File: src/rtl/pll_clk_en_pkg.sv
// rtl/pll_clk_en_pkg.sv - shared types and effective-config helper for the clock-enable generator
package pll_clk_en_pkg;

    // Default width of ratio/duty/phase fields and channel counters
    localparam int CNT_W_DEF = 10;

    // Config fields are stored at this width so that any CNT_W up to 16 fits one struct type
    localparam int CFG_W_MAX = 16;

    localparam logic [CFG_W_MAX-1:0] CFG_ONE = {{(CFG_W_MAX-1){1'b0}}, 1'b1};

    typedef enum logic [1:0] {
        WAIT_LOCK = 2'd0,
        ALIGN     = 2'd1,
        RUN       = 2'd2
    } state_e;

    typedef struct packed {
        logic [CFG_W_MAX-1:0] ratio;
        logic [CFG_W_MAX-1:0] duty;
        logic [CFG_W_MAX-1:0] phase;
    } ch_cfg_t;

    // Clamp a programmed config: R = max(ratio,1), P = min(phase,R-1), D = min(duty,R)
    function automatic ch_cfg_t eff_cfg(input ch_cfg_t c);
        ch_cfg_t e;
        e.ratio = (c.ratio == '0) ? CFG_ONE : c.ratio;
        e.phase = (c.phase > (e.ratio - CFG_ONE)) ? (e.ratio - CFG_ONE) : c.phase;
        e.duty  = (c.duty > e.ratio) ? e.ratio : c.duty;
        return e;
    endfunction

endpackage

File: src/rtl/pll_clk_en_ch.sv
// rtl/pll_clk_en_ch.sv - one enable/level channel with counter, active config and apply-at-wrap shadow
module pll_clk_en_ch
    import pll_clk_en_pkg::*;
#(
    parameter int CNT_W     = CNT_W_DEF,
    parameter int DEF_RATIO = 6,
    parameter int DEF_DUTY  = 3,
    parameter int DEF_PHASE = 0
) (
    input  logic    clk,
    input  logic    rst,
    input  logic    load_i,
    input  logic    step_i,
    input  logic    drop_i,
    input  logic    wr_i,
    input  ch_cfg_t wr_cfg_i,
    output logic    en_o,
    output logic    lvl_o,
    output logic    pend_nxt_o
);

    localparam ch_cfg_t DEF_CFG = '{
        ratio: CFG_W_MAX'(DEF_RATIO),
        duty:  CFG_W_MAX'(DEF_DUTY),
        phase: CFG_W_MAX'(DEF_PHASE)
    };
    localparam logic [CNT_W-1:0] CNT_ONE = {{(CNT_W-1){1'b0}}, 1'b1};

    ch_cfg_t          act_q, act_d;
    ch_cfg_t          shd_q, shd_d;
    logic             pend_q, pend_d;
    logic [CNT_W-1:0] cnt_q, cnt_d;
    logic             en_q, en_d;
    logic             lvl_q, lvl_d;
    ch_cfg_t          eff_cur;
    ch_cfg_t          eff_nxt;
    logic             wrap;

    // Counter advance, shadow application at wrap, and next registered outputs
    always_comb begin
        act_d   = act_q;
        shd_d   = shd_q;
        pend_d  = pend_q;
        cnt_d   = cnt_q;
        en_d    = 1'b0;
        lvl_d   = 1'b0;
        wrap    = 1'b0;
        eff_cur = eff_cfg(act_q);
        if (step_i) begin
            wrap = (CFG_W_MAX'(cnt_q) >= (eff_cur.ratio - CFG_ONE));
            if (wrap) begin
                cnt_d = '0;
                // New period begins at cnt=0 with the new config, so no runt pulse
                if (pend_q) begin
                    act_d  = shd_q;
                    pend_d = 1'b0;
                end
            end else begin
                cnt_d = cnt_q + CNT_ONE;
            end
        end else if (load_i) begin
            cnt_d = '0;
        end
        eff_nxt = eff_cfg(act_d);
        if (step_i || load_i) begin
            en_d  = (CFG_W_MAX'(cnt_d) == eff_nxt.phase);
            lvl_d = (CFG_W_MAX'(cnt_d) < eff_nxt.duty);
        end
        if (drop_i) begin
            pend_d = 1'b0;
        end
        if (wr_i) begin
            shd_d  = wr_cfg_i;
            pend_d = 1'b1;
        end
    end

    // Channel state registers
    always_ff @(posedge clk) begin
        if (rst) begin
            act_q  <= DEF_CFG;
            shd_q  <= DEF_CFG;
            pend_q <= 1'b0;
            cnt_q  <= '0;
            en_q   <= 1'b0;
            lvl_q  <= 1'b0;
        end else begin
            act_q  <= act_d;
            shd_q  <= shd_d;
            pend_q <= pend_d;
            cnt_q  <= cnt_d;
            en_q   <= en_d;
            lvl_q  <= lvl_d;
        end
    end

    assign en_o       = en_q;
    assign lvl_o      = lvl_q;
    assign pend_nxt_o = pend_d;

endmodule

File: src/rtl/pll_clk_en_gen.sv
// rtl/pll_clk_en_gen.sv - lock filter, alignment FSM and config handshake driving NUM_CH enable channels
module pll_clk_en_gen
    import pll_clk_en_pkg::*;
#(
    parameter int NUM_CH    = 3,
    parameter int CNT_W     = CNT_W_DEF,
    parameter int LOCK_HOLD = 16,
    parameter int DEF_RATIO = 6,
    parameter int DEF_DUTY  = 3,
    parameter int DEF_PHASE = 0
) (
    input  logic              clk,
    input  logic              rst,
    input  logic              pll_lock,
    input  logic              cfg_valid,
    output logic              cfg_ready,
    input  logic [2:0]        cfg_ch,
    input  logic [CNT_W-1:0]  cfg_ratio,
    input  logic [CNT_W-1:0]  cfg_duty,
    input  logic [CNT_W-1:0]  cfg_phase,
    input  logic              clr_lost,
    output logic [NUM_CH-1:0] ch_en,
    output logic [NUM_CH-1:0] ch_lvl,
    output logic              lock_ok,
    output logic              lock_lost,
    output logic              rst_out
);

    localparam int HOLD_W = $clog2(LOCK_HOLD + 1);
    localparam logic [HOLD_W-1:0] HOLD_MAX = HOLD_W'(LOCK_HOLD);
    localparam logic [HOLD_W-1:0] HOLD_ONE = {{(HOLD_W-1){1'b0}}, 1'b1};

    logic              lock_meta_q, lock_s_q;
    logic [HOLD_W-1:0] hold_q, hold_d;
    state_e            state_q, state_d;
    logic              lock_ok_q, rst_out_q;
    logic              lock_lost_q, lock_lost_d;
    logic              cfg_ready_q, cfg_ready_d;
    logic              accept, ch_ok;
    logic              load, step, drop;
    logic [NUM_CH-1:0] pend_nxt;
    ch_cfg_t           wr_cfg;

    // Two-flop synchroniser for the asynchronous PLL lock flag
    always_ff @(posedge clk) begin
        if (rst) begin
            lock_meta_q <= 1'b0;
            lock_s_q    <= 1'b0;
        end else begin
            lock_meta_q <= pll_lock;
            lock_s_q    <= lock_meta_q;
        end
    end

    // Hold counter, state transitions and handshake next-state
    always_comb begin
        hold_d = '0;
        if (lock_s_q) begin
            hold_d = (hold_q == HOLD_MAX) ? hold_q : hold_q + HOLD_ONE;
        end

        state_d = state_q;
        case (state_q)
            WAIT_LOCK: if (hold_d == HOLD_MAX) state_d = ALIGN;
            ALIGN:     state_d = lock_s_q ? RUN : WAIT_LOCK;
            RUN:       if (!lock_s_q) state_d = WAIT_LOCK;
            default:   state_d = WAIT_LOCK;
        endcase

        load = (state_q == ALIGN) && (state_d == RUN);
        step = (state_q == RUN) && (state_d == RUN);
        drop = (state_q == RUN) && (state_d != RUN);

        accept = cfg_valid && cfg_ready_q;
        ch_ok  = (32'(cfg_ch) < 32'(NUM_CH));

        // Set wins over clear when lock drops in the same cycle clr_lost is asserted
        lock_lost_d = lock_lost_q;
        if (clr_lost) lock_lost_d = 1'b0;
        if (drop)     lock_lost_d = 1'b1;

        // Out-of-range channel writes still cost one low cycle of ready
        cfg_ready_d = (state_d == RUN) && !accept && !(|pend_nxt);
    end

    // FSM state, hold counter and registered status outputs
    always_ff @(posedge clk) begin
        if (rst) begin
            state_q     <= WAIT_LOCK;
            hold_q      <= '0;
            lock_ok_q   <= 1'b0;
            rst_out_q   <= 1'b1;
            lock_lost_q <= 1'b0;
            cfg_ready_q <= 1'b0;
        end else begin
            state_q     <= state_d;
            hold_q      <= hold_d;
            lock_ok_q   <= (state_d != WAIT_LOCK);
            rst_out_q   <= (state_d != RUN);
            lock_lost_q <= lock_lost_d;
            cfg_ready_q <= cfg_ready_d;
        end
    end

    assign wr_cfg = '{
        ratio: CFG_W_MAX'(cfg_ratio),
        duty:  CFG_W_MAX'(cfg_duty),
        phase: CFG_W_MAX'(cfg_phase)
    };

    for (genvar i = 0; i < NUM_CH; i++) begin : g_ch
        pll_clk_en_ch #(
            .CNT_W     (CNT_W),
            .DEF_RATIO (DEF_RATIO),
            .DEF_DUTY  (DEF_DUTY),
            .DEF_PHASE (DEF_PHASE)
        ) u_ch (
            .clk        (clk),
            .rst        (rst),
            .load_i     (load),
            .step_i     (step),
            .drop_i     (drop),
            .wr_i       (accept && ch_ok && step && (cfg_ch == 3'(i))),
            .wr_cfg_i   (wr_cfg),
            .en_o       (ch_en[i]),
            .lvl_o      (ch_lvl[i]),
            .pend_nxt_o (pend_nxt[i])
        );
    end

    assign cfg_ready = cfg_ready_q;
    assign lock_ok   = lock_ok_q;
    assign lock_lost = lock_lost_q;
    assign rst_out   = rst_out_q;

endmodule

File: config.mk
export PLATFORM = sky130hd
export DESIGN_NAME = pll_clk_en_gen
export DESIGN_NICKNAME = d
export VERILOG_FILES = /design/src/rtl/pll_clk_en_pkg.sv /design/src/rtl/pll_clk_en_ch.sv /design/src/rtl/pll_clk_en_gen.sv
export SDC_FILE = /design/constraint.sdc
export NUM_CORES = 1
export LEC_CHECK = 0
export CORE_MARGIN = 2
export CORE_UTILIZATION = 68
export CTS_CLUSTER_DIAMETER = 50
export CTS_CLUSTER_SIZE = 16
export DETAILED_ROUTE_END_ITERATION = 8
export PLACE_DENSITY = 0.87
export SLEW_MARGIN = 15
export SYNTH_ARGS = -nofsm -noshare
export SYNTH_HDL_FRONTEND = slang
export SYNTH_SLANG_ARGS = --single-unit
export TNS_END_PERCENT = 1
File: constraint.sdc
create_clock -name clk -period 19.9 [get_ports clk]
set_input_delay 2.985 -clock clk [delete_from_list [all_inputs] [get_ports clk]]
set_output_delay 2.985 -clock clk [all_outputs]
set_load 0.02 [all_outputs]
==> impl_metrics.py <==
metrics = {
    "outcome": {
        "outcome": "complete, no violations",
    },
    "timing": {
        "fmax_ghz": 0.105,
        "min_period_ps": 9560,
        "grt_setup_unrepaired": "no",
        "holdWs_ps": 456,
        "setup_ws_ps": 10340,
        "tns_ps": 0,
        "fin_crit_sh_pct": 48.1,
        "skew_ps": 20.3,
        "report.final.slew_viol_count": 0,
        "setup_viol": 0,
        "slew_headroom_pct": 26.9,
        "worstMarginPinSlew_ps": 1100,
        "finalHoldViolCount": 0,
    },
    "final_layout": {
        "fillers": 1872,
        "diodes": 0,
        "area_growth_syn_to_layout_pct": 9.60,
        "drive_gt1_share_pct": 5.67,
        "final_nets": 2370,
        "post-route-util_pct": 76.0,
    },
    "global_routing": {
        "grt_pass1_vias": 15200,
        "antenna_found_initial": 0,
        "grt_pass1_wl_mm": 80.7,
        "grt_max_degree": 108,
        "grt-ovfl-total": 0,
        "grt_usage_pct": 37.9,
    },
    "logic_synthesis": {
        "async_reset_ff_share_pct": 0,
        "synth_seq_area_share_pct": 32.7,
        "netlist_area_sq_um": 17500,
        "synth_cell_types": 80,
        "yosysWarnings": 0,
        "synth_top_cell_area_share_pct": 32.7,
        "syn_inst": 2162,
        "synthTopCellsByArea": "dfxtp_1 (33%), ha_1 (12%), nand2_1 (6.3%)",
        "synth-seq-cells": 286,
        "synthFlopType": "dfxtp_1",
        "synth_largest_area_cell": "dfxtp_1",
        "synth_edf_count": 0,
        "syn_nets": 2364,
        "avgSynthCellArea_sq_um": 8.10,
    },
    "setup_path": {
        "worstPathMaxFanout": 56,
        "cp_slowest_stage_delay_ps": 920,
        "crit_path_start_kind": "flip-flop",
        "worst-setup-path-type": "flip-flop to flip-flop",
        "endpoint_kind": "flip-flop",
        "worst_ep_required_time_ps": 20370,
        "critPathTopFamily": "simple AND/OR/NAND/NOR gates",
        "cpMostUsedCell": "ha_1",
        "cp.arrival_ps": 10040,
        "critPathBufInv": 2,
        "slowest_stage": "nor4_1",
    },
    "clock_network": {
        "clock_path_buffers": 3,
        "cts_tree": "built",
        "cts_hold_buf": 0,
        "cts_buffers": 30,
        "htreeDepth": 1,
        "clk_latency_ps": 580,
        "clkTransAtPathRegs_ps": 70,
        "ctsResizeCount": 0,
        "post_cts.repair.setup_buffers": 0,
        "cts.sinks": 286,
        "root_buffer": "clkbuf_16",
    },
    "floorplan": {
        "initial_core_util_pct": 69.3,
        "die_w_microns": 164,
        "pin_count": 48,
        "die_y_microns": 164,
        "core_area_sq_um": 25300,
        "die_area_sq_um": 27100,
        "rows": 58,
    },
    "placement": {
        "pre_cts_ws_ps": 10520,
        "gp_congestion": 1.03,
        "hpwl_mm": 38.5,
        "io_buffers": 47,
    },
    "worst_hold_path": {
        "hold_path.class": "flip-flop to flip-flop",
    },
    "routing": {
        "drt-wirelength-per-cell_microns": 20.5,
        "vias": 16000,
        "drc_errors": 0,
        "routed_wl_mm": 51.6,
        "drt_iter0_markers": 1802,
        "postRouteAntennaNets": 0,
        "viasPerCell": 6.36,
        "firstDrtPassIters": 5,
    },
    "run": {
        "max_cap_violations": 0,
    },
    "pwr": {
        "ir_drop_uv": 73.1,
        "power.leakage_nw": 8.72,
        "power_mw": 1.16,
        "p_per_area_nw_per_um2": 60.3,
    },
}
[synthesized netlist by cell type, types with 4 or more instances]
library cell,n
a21boi_0,5
a31oi_1,14
dfxtp_1,286
o21a_1,22
a22oi_1,6
o221ai_1,7
o211ai_1,13
buf_2,10
a21oi_1,159
a21o_1,30
ha_1,164
nor3b_1,4
or4_1,13
nor3_1,39
inv_1,108
xor2_1,33
o22ai_1,5
nor4_1,36
buf_1,9
mux2_2,14
nand4_1,25
a221oi_1,6
buf_4,7
nand2_1,294
nand2b_1,29
and3_1,16
or3_1,22
and2_1,57
nand3_1,38
nand3b_1,14
or2_2,9
nor2b_1,58
xnor2_1,56
mux2i_1,103
nor4b_1,4
o21ai_0,83
nor2_1,206
a211oi_1,7
o41ai_1,4
o31ai_1,6
clkbuf_1,72
a211o_1,7
[worst register-to-register path: cells and delay by family, from the launching register on]
family                   cells  cell delay [ps]
AO/OA/AOI/OAI               11             3280
flip-flops                   1              350
buffers and inverters        2              690
AND/OR/NAND/NOR             10             3510
adder cells (fa/ha/maj)      4             1190
XOR/XNOR                     2              290
multiplexers                 1              170
[logic make-up after synthesis]
family / share of synthesized area (%)
flip-flops: 32.7
adder cells (fa/ha/maj): 11.7
multiplexers: 6.92
AND/OR/NAND/NOR: 24.3
buffers and inverters: 4.77
XOR/XNOR: 4.71
AO/OA/AOI/OAI: 14.9
[state kept, by name, summed over array words and instances, names as in the netlist, 2 cells and up]
signal / count
g_ch.u_ch.lvl_o: 3
g_ch.u_ch.en_o: 3
g_ch.u_ch.act_q: 144
g_ch.u_ch.shd_q: 90
hold_q: 5
g_ch.u_ch.pend_q: 3
g_ch.u_ch.cnt_q: 30
state_q: 2
[metal layers]
| metal | global-route usage [%] | routed length (microns) | vias up |
|---|---|---|---|
| met4 | 14.0 | 1950 | 0 |
| met2 | 62.8 | 23800 | 694 |
| met1 | 49.4 | 21400 | 7623 |
| met5 | 0 | 0 | - |
| li1 | - | - | 7550 |
| met3 | 6.73 | 4490 | 134 |
[area by class of cell]
type | count | area (sq um) | area share (%)
multi-input cells | 1668 | 11000 | 57.2
flip-flops and latches | 286 | 5730 | 29.8
clock buffers | 31 | 776 | 4.04
repair buffers | 74 | 674 | 3.51
well taps | 330 | 413 | 2.15
inverters | 108 | 405 | 2.11
clock inverters | 19 | 215 | 1.12
[through the flow]
stage	std cells	area, sq um
after floorplan	2162	17500
after global routing	2516	19200
after global placement	2465	18200
final	2516	19200
after CTS	2515	19200
after detailed placement	2465	18200
[layout by cell type, fill, tap and decap left out, types with 6 or more instances in the layout]
| cell type | n |
|---|---|
| xor2_1 | 33 |
| o31ai_1 | 6 |
| buf_4 | 27 |
| nor4_1 | 36 |
| nand4_1 | 25 |
| ha_1 | 164 |
| mux2_2 | 14 |
| or3_1 | 22 |
| o221ai_1 | 7 |
| o211ai_1 | 13 |
| nand2b_1 | 29 |
| and3_1 | 16 |
| nand3_1 | 38 |
| xnor2_1 | 56 |
| a211oi_1 | 6 |
| a31oi_1 | 14 |
| a211o_1 | 7 |
| nor3_1 | 38 |
| or2_2 | 9 |
| a22oi_1 | 6 |
| nor2_1 | 206 |
| nand3b_1 | 14 |
| and2_1 | 56 |
| inv_1 | 108 |
| mux2i_1 | 103 |
| o21ai_0 | 83 |
| or4_1 | 13 |
| inv_6 | 6 |
| a21oi_1 | 159 |
| o21a_1 | 22 |
| nor2b_1 | 58 |
| a21o_1 | 30 |
| nand2_1 | 293 |
| clkdlybuf4s50_1 | 46 |
| clkbuf_16 | 31 |
| dfxtp_1 | 286 |
[path summary, 6_finish.rpt]
path | from | to | slack [ps] | cells past startpoint
max | g_ch[0].u_ch.act_q[45] | g_ch[0].u_ch.en_o | 10340 | 30
min | g_ch[1].u_ch.shd_q[19] | g_ch[1].u_ch.shd_q[19] | 460 | 2
max reg2reg | g_ch[0].u_ch.act_q[45] | g_ch[0].u_ch.en_o | 10340 | 30
min reg2reg | g_ch[1].u_ch.shd_q[19] | g_ch[1].u_ch.shd_q[19] | 460 | 2
[report_power, final]
| group | total (mW) | switching (mW) | internal [mW] | leakage [nW] |
|---|---|---|---|---|
| Clock | 0.560 | 0.256 | 0.305 | 0.484 |
| Sequential | 0.573 | 0.000316 | 0.572 | 2.30 |
| Combinational | 0.0236 | 0.0153 | 0.00826 | 5.93 |
| Total | 1.16 | 0.271 | 0.885 | 8.72 |
No activity file was read; power rests on OpenSTA's default activity.
